File: config.mk
export PLATFORM = sky130hd
export DESIGN_NAME = if_fetch_unit
export DESIGN_NICKNAME = d
export VERILOG_FILES = /design/src/rtl/fetch_pkg.sv /design/src/rtl/if_fetch_buf.sv /design/src/rtl/if_fetch_unit.sv
export SDC_FILE = /design/constraint.sdc
export NUM_CORES = 1
export LEC_CHECK = 0
export CELL_PAD_IN_SITES_DETAIL_PLACEMENT = 1
export CELL_PAD_IN_SITES_GLOBAL_PLACEMENT = 1
export CORE_ASPECT_RATIO = 2
export CORE_MARGIN = 3
export CORE_UTILIZATION = 40
export CTS_CLUSTER_DIAMETER = 50
export DETAILED_ROUTE_END_ITERATION = 12
export GPL_TIMING_DRIVEN = 0
export PLACE_DENSITY_LB_ADDON = 0.12
export SETUP_SLACK_MARGIN = 0.2
export SYNTH_ARGS = -nofsm -noshare
export SYNTH_HDL_FRONTEND = slang
export SYNTH_SLANG_ARGS = --single-unit
File: constraint.sdc
create_clock -name clk -period 10.41 [get_ports clk]
set_input_delay 2.082 -clock clk [delete_from_list [all_inputs] [get_ports clk]]
set_output_delay 2.082 -clock clk [all_outputs]
set_load 0.05 [all_outputs]
File: src/rtl/fetch_pkg.sv
// Shared types and constants for the instruction-fetch front end.
// Combinational only: state encoding, bubble encoding and PC step.
// No flow control of its own.
package fetch_pkg;

   typedef enum logic [1:0] {
      REQ  = 2'd0,
      WAIT = 2'd1,
      HOLD = 2'd2
   } fetch_state_t;

   // addi x0,x0,0 - what IF/ID sees when nothing real is being presented
   localparam logic [31:0] NOP_INSTR = 32'h0000_0013;

   localparam int unsigned PC_STEP = 4;

endpackage

File: src/rtl/if_fetch_buf.sv
// One-entry holding register for the instruction presented to IF/ID.
// Outputs registered; a load is visible the cycle after the load edge.
// Entry persists until consumed or cleared; clear beats load beats consume.
module if_fetch_buf
   import fetch_pkg::*;
#(
   parameter int               WIDTH = 32,
   parameter logic [WIDTH-1:0] NOP   = NOP_INSTR
) (
   input  logic             clk,
   input  logic             rst,
   input  logic             load,
   input  logic             consume,
   input  logic             clear,
   input  logic [WIDTH-1:0] load_pc,
   input  logic [WIDTH-1:0] load_instr,
   output logic [WIDTH-1:0] pc,
   output logic [WIDTH-1:0] instr,
   output logic             valid
);

   // Entry update: a clear (redirect) always wins so a squashed fetch never shows up;
   // an emptied entry shows the bubble encoding, and the stale pc is left in place.
   always_ff @(posedge clk or posedge rst) begin
      if (rst) begin
         pc    <= '0;
         instr <= NOP;
         valid <= 1'b0;
      end else if (clear) begin
         instr <= NOP;
         valid <= 1'b0;
      end else if (load) begin
         pc    <= load_pc;
         instr <= load_instr;
         valid <= 1'b1;
      end else if (consume) begin
         instr <= NOP;
         valid <= 1'b0;
      end
   end

endmodule

File: src/rtl/if_fetch_unit.sv
// Instruction-fetch front end: owns the PC, one outstanding imem read, presents to IF/ID.
// Request to presented instruction: 2 cycles with a 1-cycle memory; 1 instruction per 3 cycles.
// Stall holds the presented instruction; imem_addr is held while a request waits for ready.
module if_fetch_unit
   import fetch_pkg::*;
#(
   parameter int               WIDTH    = 32,
   parameter logic [WIDTH-1:0] RESET_PC = '0,
   parameter logic [WIDTH-1:0] NOP      = NOP_INSTR
) (
   input  logic             clk,
   input  logic             rst,
   input  logic             stall,
   input  logic             redirect_valid,
   input  logic [WIDTH-1:0] redirect_pc,
   output logic             imem_req_valid,
   input  logic             imem_req_ready,
   output logic [WIDTH-1:0] imem_addr,
   input  logic             imem_rsp_valid,
   input  logic [WIDTH-1:0] imem_rsp_data,
   output logic [WIDTH-1:0] pc_if,
   output logic [WIDTH-1:0] instr_if,
   output logic             valid_if
);

   fetch_state_t     state;
   logic [WIDTH-1:0] pc_next;
   logic             drop;

   logic             accept;
   logic             consume;
   logic             rsp;
   logic             buf_load;
   logic [WIDTH-1:0] redirect_aligned;
   logic [WIDTH-1:0] pc_incr;
   logic             redirect_lsb_unused;

   // Fetch addresses are always word aligned; the low redirect bits are ignored.
   assign redirect_aligned    = {redirect_pc[WIDTH-1:2], 2'b00};
   assign redirect_lsb_unused = ^redirect_pc[1:0];
   assign pc_incr             = pc_next + WIDTH'(PC_STEP);

   // Request valid is decoded from state; held low while reset is asserted so the
   // first request appears in the cycle right after rst falls.
   assign imem_req_valid = (state == REQ) && !rst;
   assign accept         = imem_req_valid && imem_req_ready;
   assign consume        = valid_if && !stall;
   // A response is only meaningful while waiting for one; anything else is ignored.
   assign rsp            = imem_rsp_valid && (state == WAIT);
   assign buf_load       = rsp && !drop && !redirect_valid;

   // Fetch FSM with pc_next, drop flag and request address as registered state.
   // imem_addr follows pc_next except while a request sits un-accepted in REQ.
   always_ff @(posedge clk or posedge rst) begin
      if (rst) begin
         state     <= REQ;
         pc_next   <= RESET_PC;
         drop      <= 1'b0;
         imem_addr <= RESET_PC;
      end else if (redirect_valid) begin
         pc_next <= redirect_aligned;
         case (state)
            REQ: begin
               // A pending request cannot be withdrawn; its data will be thrown away.
               drop <= 1'b1;
               if (accept) begin
                  state     <= WAIT;
                  imem_addr <= redirect_aligned;
               end
            end
            WAIT: begin
               imem_addr <= redirect_aligned;
               if (rsp) begin
                  // The outstanding read returns on this very edge: nothing left to drop.
                  state <= REQ;
                  drop  <= 1'b0;
               end else begin
                  drop <= 1'b1;
               end
            end
            default: begin
               state     <= REQ;
               imem_addr <= redirect_aligned;
            end
         endcase
      end else begin
         case (state)
            REQ: begin
               if (accept) begin
                  state     <= WAIT;
                  imem_addr <= pc_next;
               end
            end
            WAIT: begin
               if (rsp) begin
                  if (drop) begin
                     drop  <= 1'b0;
                     state <= REQ;
                  end else begin
                     pc_next   <= pc_incr;
                     imem_addr <= pc_incr;
                     state     <= HOLD;
                  end
               end
            end
            HOLD: begin
               if (consume) begin
                  state <= REQ;
               end
            end
            default: begin
               state <= REQ;
               drop  <= 1'b0;
            end
         endcase
      end
   end

   if_fetch_buf #(
      .WIDTH (WIDTH),
      .NOP   (NOP)
   ) u_buf (
      .clk        (clk),
      .rst        (rst),
      .load       (buf_load),
      .consume    (consume),
      .clear      (redirect_valid),
      .load_pc    (pc_next),
      .load_instr (imem_rsp_data),
      .pc         (pc_if),
      .instr      (instr_if),
      .valid      (valid_if)
   );

   // Memory must only answer a request that is actually outstanding.
   a_rsp_only_in_wait : assert property (@(posedge clk) disable iff (rst)
      imem_rsp_valid |-> (state == WAIT));

endmodule
# Word level (Yosys, flattened, before mapping)
# Cells that the tools add are included.
# totals
regBits,132
wordCells,68
out_inout_bits,98
input_bits,70
# op_classes
n_eq_ne,10
n_bitwise,1
addsub,1
reduce_logical,21
mux,28
# ops
operator,count
2-to-1 mux 32 bit,11
case mux 32 bit (2 select lines),1
adder 32 x 3 -> 32 bit (second input constant),1
2-to-1 mux 2 bit,6
inequality test 3 bit (second input constant),3
logical AND 1 bit,6
2-to-1 mux 1 bit,6
inequality test 2 bit (second input constant),3
case mux 2 bit (3 select lines),1
AND reduction 3 bit,2
nonzero test 3 bit,2
logical NOT 1 bit,4
case mux 1 bit (2 select lines),2
case mux 2 bit (2 select lines),1
AND reduction 2 bit,2
AND reduction 4 bit,1
nonzero test 2 bit,2
inequality test 3 x 1 -> 1 bit (second input constant),1
equality test 2 x 1 -> 1 bit (second input constant),1
equality test 2 bit (second input constant),1
logical NOT 2 bit,1
inequality test 2 x 1 -> 1 bit (second input constant),1
OR reduction 2 bit,1
inverter 1 bit,1

# Depth between registers and ports, before layout
# Gate-level depths: netlist of the first run.
# depth
word_depth,6
mapped_depth,9
ltp_nobuf,6

# Hierarchy
# Synthesis of the first run repeated with hierarchy kept, for this count alone.
# hier_totals
hier_cells,650
area_unflattened_um2,6821.5
# modules_own_cells
module,seq_area_each_um2,instances,area_each_um2,cells_per_inst
if_fetch_unit,1601.5,1,3987.6,441
if_fetch_buf,1630.3,1,2834.0,209

# Worst setup path after synthesis of the first run
# Ideal clock, no wire load.
# synth_timing
kind,input -> output
start,in rst
end,out imem_req_valid
setup_slack_ns,5.201
required_time_ns,8.328
cell_stages,1
path_buffers,0
arrival_ns,3.127
path_cell_list,nor3_1
# synth_via
elab_chain_cells,2
# synth_rtl
element,line_no,source
from (decl),if_fetch_unit.sv:12,"input logic rst,"
logical NOT 1 bit (no line),--,
logical AND 1 bit,if_fetch_unit.sv:45,assign imem_req_valid = (state == REQ) && !rst;
to (decl),if_fetch_unit.sv:16,"output logic imem_req_valid,"
# No other way between the ends.

# Worst setup path after layout of the first run
# Ends and elaborated chain as after synthesis.

==> summary.txt, run 1 <==
Critical path
  – CP endpoint: imem_req_valid
  – Worst setup EP type: output pin
  – Crit Reg-Reg Startpoint: pc_next[3]
  – CP Class: input pin to output pin
  – Critical Path RT: around 8.3 ns
  – Reg2Reg Setup Slack: 7.90 ns
  – Worst setup SP type: input pin
  – Reg2reg end: imem_addr[18]
  – Critical path startpoint: rst
  – R2R depth: 7
  – Crit path DAT: between 3 and 4 ns
  – Worst-path maximum fanout: 3

Global routing
  – GR Util All Layers: 0.2698
  – Gr ovfl total: 0
  – First-pass GRT wire length: roughly 36000 um
  – Initial antenna violation count: 0
  – Vias in the first global route: between 6000 and 7000
  – Largest net degree at the start of global routing: 87

STA
  – Max frequency: 175.8 MHz
  – Final slew viol count: 0
  – Slew HR: 0.3370
  – Least-Margin Pin Slew: 0.9892 ns
  – Endpoints failing hold: 0
  – RSZ-0062 raised after global routing: false
  – # setup viols final: 0
  – Worst setup margin: around 4.7 ns
  – Setup Skew: 0.01070 ns
  – Post-layout minimum cycle time: 5.689 ns
  – Final critical-path share of the clock period: 0.5465
  – Final setup TNS: 0 ns

Clock network
  – Post-CTS sizing: 0
  – Worst skew pair latency: 0.43 ns
  – CTS tree: done
  – CTS Buf Count: 17
  – CTS root buffer: clkbuf_16
  – Clk sink count: roughly 130
  – Number of setup buffers added after CTS: 0
  – Reg clk slew, reported paths: 0.06 ns
  – Clock Tree Buf Depth: 2
  – # H-tree levels: 4
  – Hold_buf cts: 0

Synth
  – Synthesis-stage register bit count: about 130
  – Mapped Area: 6392 sq um
  – Post-synth EDFFs: 0
  – Gate count of the mapped netlist: 647
  – Yosys cell types: 59
  – FFs w/ async S/R, synth: 1.000
  – Main flop type after synthesis: dfrtp_1
  – Mapped Avg Cell Area: a little under 10 sq um
  – Seq/Total Area, Yosys: 0.4977
  – Synthesis warning total: 0

Place
  – Post-DP HPWL: 16460 um
  – # port buffers: roughly 160
  – Pre-CTS setup slack: 4.716 ns
  – Post-Place Cells: slightly above 1000
  – Placer Congestion: 0.8702

Power
  – Power Density: 231.1 nW/um^2
  – Peak supply drop: 135.4 uV
  – Leak pwr: 0.003802 uW

Drt
  – # DRC: 0
  – Initial DRC count: around 270
  – Drt wl/cell: 21.50 um
  – Via Count: 5792
  – Total wire length: about 22000 um
  – Vias/cell: 5.559
  – Final ANT Viol Nets: 0
  – Pre-Repair DR Iteration Count: 5

Floorplanning
  – IO Pins: 168
  – Core ar.: 15450 sq um
  – Die extent in y: approximately 180 um
  – Rows: 64
  – Initial Utilization: 0.4136
  – Die area: 17630 sq um
  – Die Wd: 95.39 um

Layout
  – Post-Layout Cell Count: 1042
  – Synth-to-Final Area Change: 39.60%
  – Layout Nets: 902
  – # diodes: 0
  – Layout cells sized above 1: 0.1280
  – Post-layout util: 0.5774
  – Most frequent cells in the layout: 163 x clkdlybuf4s50_1, 139 x nand2_1, 124 x dfrtp_1, 31 x nor2_1
  – Most common cell after layout, fill and taps aside: clkdlybuf4s50_1

Worst hold path
  – Hold Crit Class: register to register

Run
  – Max-Cap Viols: 0

Run status
  – Status: completed
==> how the worst min path moves through the flow <==
stage | startpoint | slack, ns | cells past startpoint | endpoint
after floorplan | pc_next[31] | 0.50 | 2 | u_buf.pc[31]
after global placement | u_buf.pc[7] | 0.46 | 2 | u_buf.pc[7]
after detailed placement | u_buf.pc[7] | 0.46 | 2 | u_buf.pc[7]
after CTS | u_buf.pc[5] | 0.48 | 2 | u_buf.pc[5]
after global routing | u_buf.pc[7] | 0.50 | 2 | u_buf.pc[7]
final | u_buf.pc[7] | 0.47 | 2 | u_buf.pc[7]
==> flip-flops by register name (all words and copies together) (netlist names) <==
register,count
u_buf.instr,32
state,2
imem_addr,31
u_buf.pc,30
pc_next,30
u_buf.valid,1
drop,1
==> per-layer routing <==
| metal | GRT usage | vias to the layer above | part of all wire |
|---|---|---|---|
| li1 | - | 2609 | - |
| met2 | 0.4900 | 211 | 0.55 |
| met4 | 0.1551 | 0 | 0.047 |
| met3 | 0.05447 | 57 | 0.048 |
| met1 | 0.2795 | 2915 | 0.35 |
| met5 | 0 | - | 0 |
==> report_power, final <==
part,switching [uW],internal [uW]
registers,66.0,594
logic,519,257
clock network,236,390
total,821,1240
==> cell type report <==
class                           instances  area, sq um
Buffer                                 55        280.3
Clock buffer                           20        456.7
Clock inverter                         12        158.9
Fill cell                            1682         6531
Inverter                                5        23.77
Multi-Input combinational cell        461         2915
Sequential cell                       127         3182
Tap cell                              198        247.7
Timing Repair Buffer                  164         1659
==> cells by family after synthesis <==
logic type | share of synthesized area
xor gates and xnor gates | 0.06577
buffers and inverters | 0.04678
AOI/OAI and AO/OA | 0.1184
muxes | 0.05402
adders and majority gates | 0.001957
other | 0.0005866
and+or+nand+nor | 0.2147
DFF | 0.4978
==> synthesized netlist by cell type (all sizes together), types with 2 or more instances <==
library cell	instances	share of area
nand2	139	0.082
dfrtp	124	0.49
buf	34	0.032
nor2	31	0.018
a22o	30	0.041
xor2	30	0.041
nor3	26	0.025
clkbuf	21	0.012
mux2	20	0.035
nand4	20	0.022
o21ai	20	0.016
nand3	19	0.020
xnor2	18	0.025
a21oi	14	0.011
mux2i	12	0.019
nand2b	9	0.010
a211oi	6	0.0094
nor4	6	0.0092
a21boi	5	0.0059
and2	5	0.0049
and3	5	0.0049
inv	5	0.0029
o31ai	5	0.0059
a31oi	4	0.0039
o21a	4	0.0047
and4	3	0.0041
dfstp	3	0.012
nor2b	3	0.0029
o22a	3	0.0041
or3	3	0.0029
a21o	2	0.0023
a221oi	2	0.0027
o22ai	2	0.0020
o31a	2	0.0027
or4	2	0.0023
==> worst max-delay path, stage by stage <==
cell,delay (ns)
clkdlybuf4s50_1,0.50
nor3_1,0.19
clkdlybuf4s50_1,0.83
==> stage by stage <==
stage	hold slack (ns)	total power (uW)	cell area, sq um
2_1_floorplan	0.5031	1149	6396
3_3_place_gp	0.4586	1423	8275
3_5_place_dp	0.4631	1444	8308
4_1_cts	0.4770	2078	8924
5_1_grt	0.4970	2155	8924
6_report	0.4735	2062	8924
No activity file was read; power rests on OpenSTA's default activity.
==> run 2: changes to the inputs <==
--- a/config.mk
+++ b/config.mk
@@ -9,7 +9,7 @@
 export CELL_PAD_IN_SITES_GLOBAL_PLACEMENT = 1
 export CORE_ASPECT_RATIO = 2
 export CORE_MARGIN = 3
-export CORE_UTILIZATION = 40
+export CORE_UTILIZATION = 34
 export CTS_CLUSTER_DIAMETER = 50
 export DETAILED_ROUTE_END_ITERATION = 12
 export GPL_TIMING_DRIVEN = 0
==> constraint.sdc (replaced) <==
create_clock -name clk -period 4.7 [get_ports clk]
set_input_delay 0.94 -clock clk [delete_from_list [all_inputs] [get_ports clk]]
set_output_delay 0.94 -clock clk [all_outputs]
set_load 0.05 [all_outputs]
==> run 2 against run 1 <==
  * Routed wire length shrank 0.87%
  * Power is 120% higher
  * First-iteration DRC count is 47% lower
  * Worst setup slack lost 3.4 ns
  * Combinational power increased by 120%
  * Core utilization is 9.1 points lower
  * Critical path depth did not move
  * Largest cell class unchanged
  * Highest routed layer unchanged
==> summary.txt, run 2 (synthesized netlist as in run 1, its figures left out) <==
Power
  – Power Density: 510.6 nW/um^2 (was 231.1 nW/um^2)
  – Power consumption: 4570 uW (was 2062 uW)
  – Leak pwr: 0.003816 uW (was 0.003802 uW)
  – Peak supply drop: 266.0 uV (was 135.4 uV)

Layout
  – Reg with most FFs: u_buf.instr (unchanged)
  – Layout Nets: 902 (unchanged)
  – Most frequent cells in the layout: 163 x clkdlybuf4s50_1, 139 x nand2_1, 124 x dfrtp_1, 31 x nor2_1 (unchanged)
  – Max FFs per register: 32 (unchanged)
  – Largest registers: u_buf.instr: 32 flops, imem_addr: 31 flops (unchanged)
  – Most common cell after layout, fill and taps aside: clkdlybuf4s50_1 (unchanged)
  – Layout cells sized above 1: 0.1291 (was 0.1280)
  – Fill count: 2092 (was 1682)
  – Post-Layout Cell Count: 1060 (was 1042)
  – Synth-to-Final Area Change: 40.01% (was 39.60%)
  – # diodes: 0 (unchanged)

Clock network
  – # H-tree levels: 4 (unchanged)
  – CTS tree: done (unchanged)
  – Hold_buf cts: 0 (unchanged)
  – Number of setup buffers added after CTS: 0 (unchanged)
  – CTS root buffer: clkbuf_16 (unchanged)
  – Reg clk slew, reported paths: 0.06 ns (about the same)
  – CTS Buf Count: 17 (unchanged)
  – Clock Tree Buf Depth: 2 (unchanged)
  – Clk sink count: 127 (unchanged)
  – Post-CTS sizing: 0 (unchanged)
  – Worst skew pair latency: 0.43 ns (about the same)

Global routing
  – Largest net degree at the start of global routing: 68 (was 87)
  – Initial antenna violation count: 0 (unchanged)
  – GR Util All Layers: 0.2281 (was 0.2698)
  – First-pass GRT wire length: 35090 um (was 35840 um)
  – Gr ovfl total: 0 (unchanged)
  – Vias in the first global route: 6306 (was 6647)

Critical path
  – Worst setup EP type: output pin (unchanged)
  – Worst-path maximum fanout: 3 (unchanged)
  – Critical Path RT: 3.76 ns (was 8.33 ns)
  – CP Class: input pin to output pin (unchanged)
  – Worst setup SP type: input pin (unchanged)
  – Crit path DAT: 2.46 ns (was 3.61 ns)

Floorplanning
  – Initial Utilization: 0.3476 (was 0.4136)
  – Die extent in y: 199.9 um (was 184.8 um)
  – Die area: 20580 sq um (was 17630 sq um)
  – Die Wd: 103.0 um (was 95.39 um)
  – Core ar.: 18390 sq um (was 15450 sq um)
  – IO Pins: 168 (unchanged)
  – Rows: 70 (was 64)

Drt
  – # DRC: 0 (unchanged)
  – Pre-Repair DR Iteration Count: 4 (was 5)
  – Vias/cell: 5.274 (was 5.559)
  – Via Count: 5590 (was 5792)
  – Total wire length: 22210 um (was 22410 um)
  – Initial DRC count: 144 (was 274)
  – Final ANT Viol Nets: 0 (unchanged)
  – Drt wl/cell: 20.95 um (was 21.50 um)

Place
  – Placer Congestion: 0.8661 (was 0.8702)
  – Pre-CTS setup slack: 0.8738 ns (was 4.716 ns)
  – Post-Place Cells: 1028 (was 1010)
  – # port buffers: 163 (unchanged)
  – Post-DP HPWL: 16840 um (was 16460 um)

STA
  – Final critical-path share of the clock period: 0.7233
  – Final setup TNS: 0 ns (unchanged)
  – # setup viols final: 0 (unchanged)
  – Post-layout minimum cycle time: 3.399 ns
  – RSZ-0062 raised after global routing: false (unchanged)
  – Slew HR: 0.4209 (was 0.3370)
  – Fin Hold WS: 0.4717 ns (was 0.4735 ns)
  – Endpoints failing hold: 0 (unchanged)
  – Worst setup margin: 1.301 ns (was 4.721 ns)
  – Final slew viol count: 0 (unchanged)
  – Setup Skew: 0.009618 ns (was 0.01070 ns)
  – Max frequency: 294.2 MHz
  – Least-Margin Pin Slew: 0.8639 ns (was 0.9892 ns)

Run status
  – Status: completed (unchanged)

Run
  – Max-Cap Viols: 0 (unchanged)

Worst hold path
  – Hold Crit Class: register to register (unchanged)
==> run 2: where the power goes <==
group	internal [uW]	total, uW	leakage (uW)	switching (uW)
Clock	884	1410	0.000299	522
Sequential	1320	1460	0.00157	140
Combinational	568	1710	0.00194	1140
==> run 2: worst paths after layout <==
| check | cells past startpoint | from | end | slack, ns |
|---|---|---|---|---|
| worst min-delay path | 2 | u_buf.pc[9] | u_buf.pc[9] | 0.47 |
| worst min register to register | 2 | u_buf.pc[9] | u_buf.pc[9] | 0.47 |
| max in group asynchronous | 3 | rst | imem_addr[13] | 2.90 |
| worst max register to register | 7 | pc_next[3] | imem_addr[18] | 2.22 |
| worst max-delay path | 3 | rst | imem_req_valid | 1.30 |
| min in group asynchronous | 2 | rst | pc_next[2] | 1.04 |
==> run 2: metal layers <==
layer	track usage	share of wire	vias to the layer above
li1	-	-	2604
met1	0.2354	0.35	2799
met2	0.4322	0.58	154
met3	0.05043	0.043	33
met4	0.09030	0.026	0
met5	0	0	-
==> run 2: worst max-delay path, cell delays in order <==
cell and delay [ns]:
clkdlybuf4s50_1 0.51, nor3_1 0.18, clkdlybuf4s50_1 0.83
==> run 2: metrics by stage <==
step                      utilization  instance area [sq um]
after floorplan                     -                   6396
after global placement         0.4512                   8298
after detailed placement       0.4529                   8330
after CTS                      0.4866                   8950
after global routing           0.4866                   8950
final                          0.4866                   8950
==> run 2: layout make-up <==
class | count | area [sq um] | share of cell area
multi-input combinational | 461 | 2915 | 0.3257
clock inverter | 15 | 193.9 | 0.02167
inverter | 5 | 23.77 | 0.002656
tap | 216 | 270.3 | 0.03020
sequential | 127 | 3182 | 0.3555
clock buffer | 17 | 425.4 | 0.04753
buffer | 55 | 280.3 | 0.03132
timing repair buffer | 164 | 1659 | 0.1854
